## src/rtl/service_arbiter_pkg.sv

```systemverilog
// Shared constants for the service arbiter: FSM encoding, service indices, display codes.
package service_arbiter_pkg;

  localparam int unsigned CLOCK_FREQ = 100_000_000;
  localparam int unsigned SEG_W      = 16;

  // Display word shown while no service owns the display.
  localparam logic [SEG_W-1:0] SEG_BLANK = 16'hFFFF;

  // Service slots as wired on the board.
  localparam int unsigned SVC_ALARM     = 0;
  localparam int unsigned SVC_TIMER     = 1;
  localparam int unsigned SVC_STOPWATCH = 2;
  localparam int unsigned SVC_CLOCK     = 3;

  typedef enum logic [1:0] {
    ST_IDLE    = 2'd0,
    ST_GRANT   = 2'd1,
    ST_RELEASE = 2'd2
  } arb_state_t;

endpackage

```

## src/rtl/service_arbiter_push_debouncer.sv

```systemverilog
// Synchronizes the raw mode button, waits for a stable level and emits one pulse per press.
module push_debouncer
  import service_arbiter_pkg::*;
#(
  parameter int unsigned DEBOUNCE_CYCLES = CLOCK_FREQ / 100
) (
  input  logic clk,
  input  logic reset,
  input  logic push_m_raw,
  output logic push_evt
);

  localparam int unsigned CNT_W = (DEBOUNCE_CYCLES > 1) ? $clog2(DEBOUNCE_CYCLES) : 1;
  localparam logic [CNT_W-1:0] CNT_MAX = CNT_W'(DEBOUNCE_CYCLES - 1);

  logic             sync1;
  logic             sync2;
  logic             last_lvl;
  logic             stable;
  logic [CNT_W-1:0] cnt;

  // Two-flop synchronizer, stability counter and rising-edge pulse of the stable level.
  always_ff @(posedge clk or posedge reset) begin
    if (reset) begin
      sync1    <= 1'b0;
      sync2    <= 1'b0;
      last_lvl <= 1'b0;
      stable   <= 1'b0;
      cnt      <= '0;
      push_evt <= 1'b0;
    end else begin
      sync1    <= push_m_raw;
      sync2    <= sync1;
      push_evt <= 1'b0;
      if (sync2 != last_lvl) begin
        last_lvl <= sync2;
        cnt      <= '0;
      end else if (cnt == CNT_MAX) begin
        stable   <= last_lvl;
        push_evt <= last_lvl & ~stable;
      end else begin
        cnt <= cnt + CNT_W'(1);
      end
    end
  end

endmodule

```

## src/rtl/service_arbiter.sv

```systemverilog
// Shares the 7-segment display and mode button among N services, one owner at a time.
module service_arbiter
  import service_arbiter_pkg::*;
#(
  parameter int unsigned     N_SVC           = 4,
  parameter int unsigned     ID_W            = 2,
  parameter int unsigned     DEBOUNCE_CYCLES = CLOCK_FREQ / 100,
  parameter int unsigned     FINISH_TIMEOUT  = 255,
  parameter logic [SEG_W-1:0] IDLE_SEG       = SEG_BLANK
) (
  input  logic                   clk,
  input  logic                   reset,
  input  logic [N_SVC-1:0]       spdt,
  input  logic                   push_m_raw,
  input  logic [N_SVC-1:0]       finish,
  input  logic [N_SVC*SEG_W-1:0] seg_in,
  output logic [N_SVC-1:0]       svc_grant,
  output logic [N_SVC-1:0]       push_pulse,
  output logic [SEG_W-1:0]       segments,
  output logic [ID_W-1:0]        active_id,
  output logic                   busy,
  output logic                   conflict
);

  localparam int unsigned TCNT_W = $clog2(FINISH_TIMEOUT + 1);
  localparam logic [TCNT_W-1:0] TCNT_MAX = TCNT_W'(FINISH_TIMEOUT);

  arb_state_t        state;
  arb_state_t        state_n;
  logic [N_SVC-1:0]  spdt_s1;
  logic [N_SVC-1:0]  spdt_s2;
  logic              push_evt;
  logic [TCNT_W-1:0] tcnt;
  logic [TCNT_W-1:0] tcnt_n;
  logic [N_SVC-1:0]  grant_n;
  logic [N_SVC-1:0]  pulse_n;
  logic [ID_W-1:0]   id_n;
  logic              busy_n;
  logic [SEG_W-1:0]  seg_n;
  logic              conflict_n;
  logic [ID_W-1:0]   pick_id;
  logic [SEG_W-1:0]  seg_arr [N_SVC];

  push_debouncer #(
    .DEBOUNCE_CYCLES(DEBOUNCE_CYCLES)
  ) u_push_debouncer (
    .clk       (clk),
    .reset     (reset),
    .push_m_raw(push_m_raw),
    .push_evt  (push_evt)
  );

  // Switch synchronizer and registered multi-switch conflict flag.
  always_ff @(posedge clk or posedge reset) begin
    if (reset) begin
      spdt_s1  <= '0;
      spdt_s2  <= '0;
      conflict <= 1'b0;
    end else begin
      spdt_s1  <= spdt;
      spdt_s2  <= spdt_s1;
      conflict <= conflict_n;
    end
  end

  // More than one synchronized switch on.
  always_comb begin
    int unsigned ones;
    ones = 0;
    for (int i = 0; i < int'(N_SVC); i++) begin
      if (spdt_s2[i]) ones++;
    end
    conflict_n = (ones > 1);
  end

  // Fixed-priority pick: lowest switched-on index wins.
  always_comb begin
    pick_id = '0;
    for (int i = int'(N_SVC) - 1; i >= 0; i--) begin
      if (spdt_s2[i]) pick_id = ID_W'(i);
    end
  end

  // Unpack the flat segment bus into one word per service.
  always_comb begin
    for (int i = 0; i < int'(N_SVC); i++) begin
      seg_arr[i] = seg_in[i*SEG_W +: SEG_W];
    end
  end

  // FSM state and registered outputs.
  always_ff @(posedge clk or posedge reset) begin
    if (reset) begin
      state      <= ST_IDLE;
      svc_grant  <= '0;
      push_pulse <= '0;
      segments   <= IDLE_SEG;
      active_id  <= '0;
      busy       <= 1'b0;
      tcnt       <= '0;
    end else begin
      state      <= state_n;
      svc_grant  <= grant_n;
      push_pulse <= pulse_n;
      segments   <= seg_n;
      active_id  <= id_n;
      busy       <= busy_n;
      tcnt       <= tcnt_n;
    end
  end

  // Next-state and next-output logic; grant is held until release completes.
  always_comb begin
    state_n = state;
    grant_n = svc_grant;
    id_n    = active_id;
    busy_n  = busy;
    pulse_n = '0;
    tcnt_n  = tcnt;
    seg_n   = (state == ST_IDLE) ? IDLE_SEG : seg_arr[active_id];
    case (state)
      ST_IDLE: begin
        if (|spdt_s2) begin
          state_n = ST_GRANT;
          id_n    = pick_id;
          grant_n = N_SVC'(1) << pick_id;
          busy_n  = 1'b1;
        end
      end
      ST_GRANT: begin
        if (push_evt) pulse_n = N_SVC'(1) << active_id;
        if (!spdt_s2[active_id]) begin
          state_n = ST_RELEASE;
          tcnt_n  = '0;
        end
      end
      ST_RELEASE: begin
        if (finish[active_id] || (tcnt == TCNT_MAX)) begin
          state_n = ST_IDLE;
          grant_n = '0;
          id_n    = '0;
          busy_n  = 1'b0;
        end else begin
          tcnt_n = tcnt + TCNT_W'(1);
        end
      end
      default: begin
        state_n = ST_IDLE;
        grant_n = '0;
        id_n    = '0;
        busy_n  = 1'b0;
      end
    endcase
  end

endmodule

```

## config.mk

```make
export PLATFORM = sky130hd
export DESIGN_NAME = service_arbiter
export DESIGN_NICKNAME = d
export VERILOG_FILES = /design/src/rtl/service_arbiter_pkg.sv /design/src/rtl/service_arbiter_push_debouncer.sv /design/src/rtl/service_arbiter.sv
export SDC_FILE = /design/constraint.sdc
export NUM_CORES = 1
export LEC_CHECK = 0
export CAP_MARGIN = 20
export CORE_AREA = 2 2 110 122
export DETAILED_ROUTE_END_ITERATION = 12
export DIE_AREA = 0 0 112 124
export DONT_BUFFER_PORTS = 1
export GPL_TIMING_DRIVEN = 0
export PLACE_DENSITY = 0.52
export SLEW_MARGIN = 20
export SYNTH_ARGS = -nofsm -noshare
export SYNTH_HDL_FRONTEND = slang
export SYNTH_SLANG_ARGS = --single-unit
```

## constraint.sdc

```tcl
create_clock -name clk -period 2.6 [get_ports clk]
set_clock_uncertainty 0.15 [all_clocks]
set_input_delay 0.39 -clock clk [delete_from_list [all_inputs] [get_ports clk]]
set_output_delay 0.39 -clock clk [all_outputs]
set_load 0.005 [all_outputs]
```

==> results.yml, run 1 <==
final_layout:
  utilization_pct: 34.24
  fill_cells: 1266
  final_nets: 427
  stdcell_area_sq_um: 4310
  layout.cells.non_filler: 507
  n_antenna_cell: 0
  syn_to_final_growth_pct: 16.19
  drive_gt1_share_pct: 24.86
placement:
  placed_area_sq_um: 3936
  placed_cells: 485
  hpwl_mm: 6.326
  io_buffers: 0
  dp_slack_ps: 589.0
  gp_congestion: 0.7947
setup_path:
  r2r_slack_ps: 620
  reg2reg_from: "u_push_debouncer.sync2$_DFF_PP0_"
  worstPathRequired_ps: 2650
  cp-end-kind: "flop"
  cp_slowest_cell: "xor2_1"
  crit_family: "XOR/XNOR gates"
  cpPeakStageDelay_ps: 690
  cp-start-kind: "flop"
  critical_path_class: "flop to flop"
  crit_arrival_ps: 2030
  critPathLaunch: "u_push_debouncer.sync2$_DFF_PP0_"
  cp_cell_sequence: "xor2_1, clkbuf_1, nor2_1"
  path_buf_inv: 1
  r2r_cells: 3
  regToRegEndpoint: "u_push_debouncer.cnt[10]$_DFFE_PP0N_"
  cp_max_fo: 10
timing:
  finalSetupViolCount: 0
  rsz0062_at_grt: "no"
  fin_crit_sh_pct: 76.24
  slew_headroom_pct: 45.04
  hold_violations: 0
  min_period_ps: 1982
  worstMarginPinSlew_ps: 821.6
  finalMaxSlewViolations: 0
  fmax_ghz: 0.5045
  fin_ws_ps: 617.8
die:
  io_pins: 103
  die_y_um: 124
  fp-row-count: 43
  dieArea_sq_um: 13890
  start_util_pct: 29.47
  die_w_um: 112
  core_sq_um: 12590
clocking:
  clock_path_buffers: 2
  htree_levels: 3
  cts_setup_buffers: 0
  clockRootBuffer: "clkbuf_16"
  clkTransAtPathRegs_ps: 50
  cts_buffers: 9
  cts_sinks: 71
  clk_latency_ps: 330
  cts-resized-gates: 0
  cts_tree: "yes"
  cts_hold_buf: 6
routing:
  vias: 2678
  dr.first_iter.drc_count: 97
  wl_mm: 8.761
  vias_per_cell: 5.282
  dr.pass1.iters: 4
  drc: 0
  wl_per_cell_um: 17.28
  antenna_left: 0
logic_synthesis:
  yosysWarnings: 0
  ys.flop_type: "dfrtp_1"
  yosysSeqAreaShare_pct: 48.43
  yosysUniqueCellTypes: 59
  synth_top_area_share_pct: 37.10
  yosysTopAreaCell: "dfrtp_1"
  postSynthAreaPerCell_sq_um: 11.34
  synth_edf_count: 0
  syn_nets: 409
  synthTopCellsByCount: "dfrtp_1, nand2_1, a21oi_1"
  syn_area_sq_um: 3710
  postSynthCellCount: 327
  synth_area_leaders: "dfrtp_1, dfstp_2, mux4_2"
  async_flop_share_pct: 100.0
  synth.most_common_cell: "dfrtp_1"
  ys_ff_latch: 71
global_routing:
  grt_pass1_wl_mm: 14.56
  grt_pass1_vias: 2799
  grt_overflow_total: 0
  antenna_found_initial: 0
  grt_usage_pct: 13.42
  grt_max_degree: 55
run_status:
  status: "finished, final reports clean"
power_and_ir_drop:
  p_leak_uw: 0.001725
  peakVddDrop_v: 0.0005773
  power_uw: 4033
  p_per_area_nw_per_um2: 935.6
flow_run:
  maxCapViolCount: 0
worst_hold_path:
  holdPathEnd: "spdt_s2[3]$_DFF_PP0_"
  min_path_type: "flop to flop"
  min_delay_path_depth: 0
  min_from: "spdt_s1[3]$_DFF_PP0_"
[cell usage in the layout, fill, tap and decap left out, types with 7 or more instances in the layout]
master and count:
a21oi_1 17, a31oi_1 9, clkbuf_1 7, clkbuf_16 9, dfrtp_1 55, dfstp_2 16, ha_1 7, inv_1 9
mux4_2 16, nand2_1 24, nand3_1 12, nand4_1 8, nor2_1 15, o21ai_0 11, or2_2 16, xor2_1 9
[state kept, by name, summed over array words and instances, names as in the netlist]
| register | cells |
|---|---|
| push_pulse | 4 |
| u_push_debouncer.sync2 | 1 |
| active_id | 2 |
| busy | 1 |
| conflict | 1 |
| state | 2 |
| u_push_debouncer.push_evt | 1 |
| svc_grant | 4 |
| segments | 16 |
| u_push_debouncer.sync1 | 1 |
| u_push_debouncer.last_lvl | 1 |
| spdt_s1 | 4 |
| spdt_s2 | 4 |
| u_push_debouncer.stable | 1 |
| u_push_debouncer.cnt | 20 |
| tcnt | 8 |
[where the power goes]
part | leakage, uW | switching, uW | total [uW] | internal [uW]
Clock | 0.000148 | 474 | 1310 | 836
Sequential | 0.000894 | 171 | 1570 | 1400
Combinational | 0.000683 | 613 | 1150 | 541
Total | 0.00173 | 1260 | 4030 | 2770
[stage by stage]
step                hold slack (ps)  TNS [ps]
finish                        199.3         0
global route                  217.5         0
floorplan                     181.2         0
detailed placement            72.79         0
CTS                           203.3         0
global placement              191.7    -31830
[how the worst max path moves through the flow]
stage / cells after the start / slack [ps] / to
floorplan: 1 / 290 / active_id[0]$_DFFE_PP0P_
global placement: 1 / -590 / push_pulse[0]$_DFF_PP0_
detailed placement: 3 / 590 / u_push_debouncer.cnt[10]$_DFFE_PP0N_
CTS: 3 / 590 / u_push_debouncer.cnt[10]$_DFFE_PP0N_
global route: 4 / 460 / u_push_debouncer.cnt[3]$_DFFE_PP0N_
finish: 3 / 620 / u_push_debouncer.cnt[10]$_DFFE_PP0N_
[routing by layer]
layer  up-vias  wire, um  track usage [%]
li1       1252         -                -
met5         -         0                0
met4         0        65            4.345
met3         7       659            4.818
met2       104      4507            24.32
met1      1315      3529            14.80
[cell type report]
type	count	area, sq um	share of cell area [%]
plain buffers	20	121.4	2.816
clock buffers	10	229.0	5.312
clock inverters	6	85.08	1.974
inverters	12	47.55	1.103
multi-input cells	224	1747	40.52
flip-flops and latches	71	1797	41.68
well taps	157	196.4	4.557
repair buffers	7	87.58	2.032
[logic make-up after synthesis]
logic type / count (synthesis) / synth area share [%]
AO/OA/AOI/OAI: 67 / 12.75
XOR/XNOR: 11 / 2.597
adder cells (fa/ha/maj): 7 / 2.361
buffers and inverters: 32 / 4.486
flip-flops: 71 / 48.43
multiplexers: 22 / 11.33
AND/OR/NAND/NOR: 117 / 18.04
(Power assumes the default switching activity.)
==> inputs of run 2 (changes only) <==
- PLACE_DENSITY: 0.52 -> 0.53
- clock period: 2.6 -> 1.73 ns (I/O delays scaled with it)
==> results.yml, run 2 (synthesis gave the netlist of run 1 again) <==
timing:
  slew_headroom_pct: 61.80
  fmax_ghz: 0.5549
  fin_crit_sh_pct: 104.2
  fin_ws_ps: -71.99
  finalMaxSlewViolations: 0
  worstMarginPinSlew_ps: 568.9
  rsz0062_at_grt: "yes"
  finalSetupViolCount: 34
  tns_ps: -1030
  min_period_ps: 1802
  hold_slack_ps: 94.29
  hold_violations: 0
routing:
  dr.first_iter.drc_count: 110
  antenna_left: 0
  wl_per_cell_um: 16.64
  drc: 0
  wl_mm: 8.768
  vias_per_cell: 5.288
  vias: 2787
  dr.pass1.iters: 6
clocking:
  cts_buffers: 9
  clkTransAtPathRegs_ps: 60
  cts_tree: "yes"
  clockRootBuffer: "clkbuf_16"
  clock_path_buffers: 2
  clk_latency_ps: 330
  cts_sinks: 71
  htree_levels: 3
setup_path:
  worstSetupPathDepth: 6
  cp_slowest_cell: "dfrtp_1"
  crit_path_frequent_cell: "buf_6"
  regToRegEndpoint: "active_id[1]$_DFFE_PP0P_"
  critical_path_class: "flop to flop"
  cp-start-kind: "flop"
  cpPeakStageDelay_ps: 410
  r2r_cells: 6
  r2r_slack_ps: -70
  cp_cell_sequence: "buf_6, mux2i_4, a22o_4, buf_6, a21oi_4, o32ai_1"
  reg2reg_from: "active_id[0]$_DFFE_PP0P_"
  critical_path.endpoint: "active_id[1]$_DFFE_PP0P_"
  path_buf_inv: 2
  critPathLaunch: "active_id[0]$_DFFE_PP0P_"
  crit_family: "compound AO/OA/AOI/OAI gates"
  cp_max_fo: 6
  cp-end-kind: "flop"
  crit_arrival_ps: 1850
  worstPathRequired_ps: 1780
die:
  dieArea_sq_um: 13890
  die_w_um: 112
  core_sq_um: 12590
  fp-row-count: 43
  die_y_um: 124
  start_util_pct: 29.47
  io_pins: 103
final_layout:
  n_antenna_cell: 0
  regMostFlops: "u_push_debouncer.cnt"
  final_nets: 447
  largest_reg_flops: 20
  stdcell_area_sq_um: 4717
  layout_common_cells: "dfrtp_1, nand2_1, buf_4"
  layout_top_registers: "u_push_debouncer.cnt x20, segments x16, tcnt x8"
  utilization_pct: 37.47
  layout.cells.non_filler: 527
  fill_cells: 1224
  syn_to_final_growth_pct: 27.15
  drive_gt1_share_pct: 40.54
  layout_commonest_cell: "dfrtp_1"
placement:
  io_buffers: 0
  placed_area_sq_um: 3950
  gp_congestion: 0.7812
  hpwl_mm: 6.021
  placed_cells: 486
run_status:
  status: "finished with violations"
  failed_checks: "setup timing"
global_routing:
  antenna_found_initial: 0
  grt_pass1_wl_mm: 14.29
  grt_pass1_vias: 2745
  grt_max_degree: 28
  grt_usage_pct: 12.96
  grt_overflow_total: 0
power_and_ir_drop:
  p_per_area_nw_per_um2: 1341
  peakVddDrop_v: 0.001028
  p_leak_uw: 0.001889
flow_run:
  maxCapViolCount: 0
worst_hold_path:
  min_path_type: "primary input to flop"
## run 2: changes by cell type in the layout (fill, tap and decap cells not counted), sizes merged
cell / delta
buf: +21
clkbuf: +1
bufinv: -2
## run 2: through the flow
step,power (uW),worst slack [ps]
floorplan,3724,67.64
finish,6325,-71.99
global route,6686,-147.6
global placement,4093,-183.1
detailed placement,4125,-215.9
CTS,6153,-77.63
## run 2: repair_timing
item | CTS | global route
endpoints found under the setup margin | 51 | 48
hold buffers | 6 | 0
gates cloned | 0 | 1
hold endpoints to repair | 43 | 0
pin swaps | 4 | 20
gates resized for setup | 25 | 38
setup buffers | 9 | 10
## run 2: worst min-delay path by stage
stage / cells after the start / startpoint / slack (ps) / end
2_1_floorplan: 0 / spdt[0] / 140 / spdt_s1[0]$_DFF_PP0_
3_3_place_gp: 0 / spdt[2] / 140 / spdt_s1[2]$_DFF_PP0_
3_5_place_dp: 1 / reset / 10 / u_push_debouncer.cnt[13]$_DFFE_PP0N_
4_1_cts: 2 / seg_in[5] / 90 / segments[5]$_DFF_PP1_
5_1_grt: 2 / seg_in[1] / 90 / segments[1]$_DFF_PP1_
6_report: 2 / seg_in[1] / 90 / segments[1]$_DFF_PP1_
## run 2: layout make-up
type                       count  area [sq um]  area share (%)
clock inverter                 4         25.02          0.5305
tap                          157         196.4           4.164
clock buffer                  12         277.8           5.889
inverter                      12         52.55           1.114
timing repair buffer          28         257.7           5.464
sequential                    71          1803           38.22
multi-input combinational    224          1954           41.43
buffer                        19         150.1           3.183
## run 2: worst reg2reg max path, cell delays in order, from the launching register on
cell     delay (ps)
dfrtp_1         410
buf_6           170
mux2i_4         200
a22o_4          270
buf_6           130
a21oi_4         230
o32ai_1         120
## run 2: power breakdown
part	total (uW)	internal [uW]	leakage, uW	switching (uW)
logic	2150	1080	0.000849	1060
clock network	1830	1130	0.000154	698
registers	2350	2100	0.000887	248
total	6320	4320	0.00189	2010
## run 2: layer usage
metal  global-route usage [%]  wire length, um  vias to the layer above
li1                         -                -                     1297
met1                    15.42             3535                     1378
met2                    22.58             4490                      101
met3                    3.698              602                       11
met4                    4.726              140                        0
met5                        0                0                        -
==> inputs of run 3 (changes only) <==
- CTS_CLUSTER_SIZE: default -> 16
- SLEW_MARGIN: 20 -> default
==> results of run 3 <==
Final layout, timing and power as in run 2 (identical DEF).
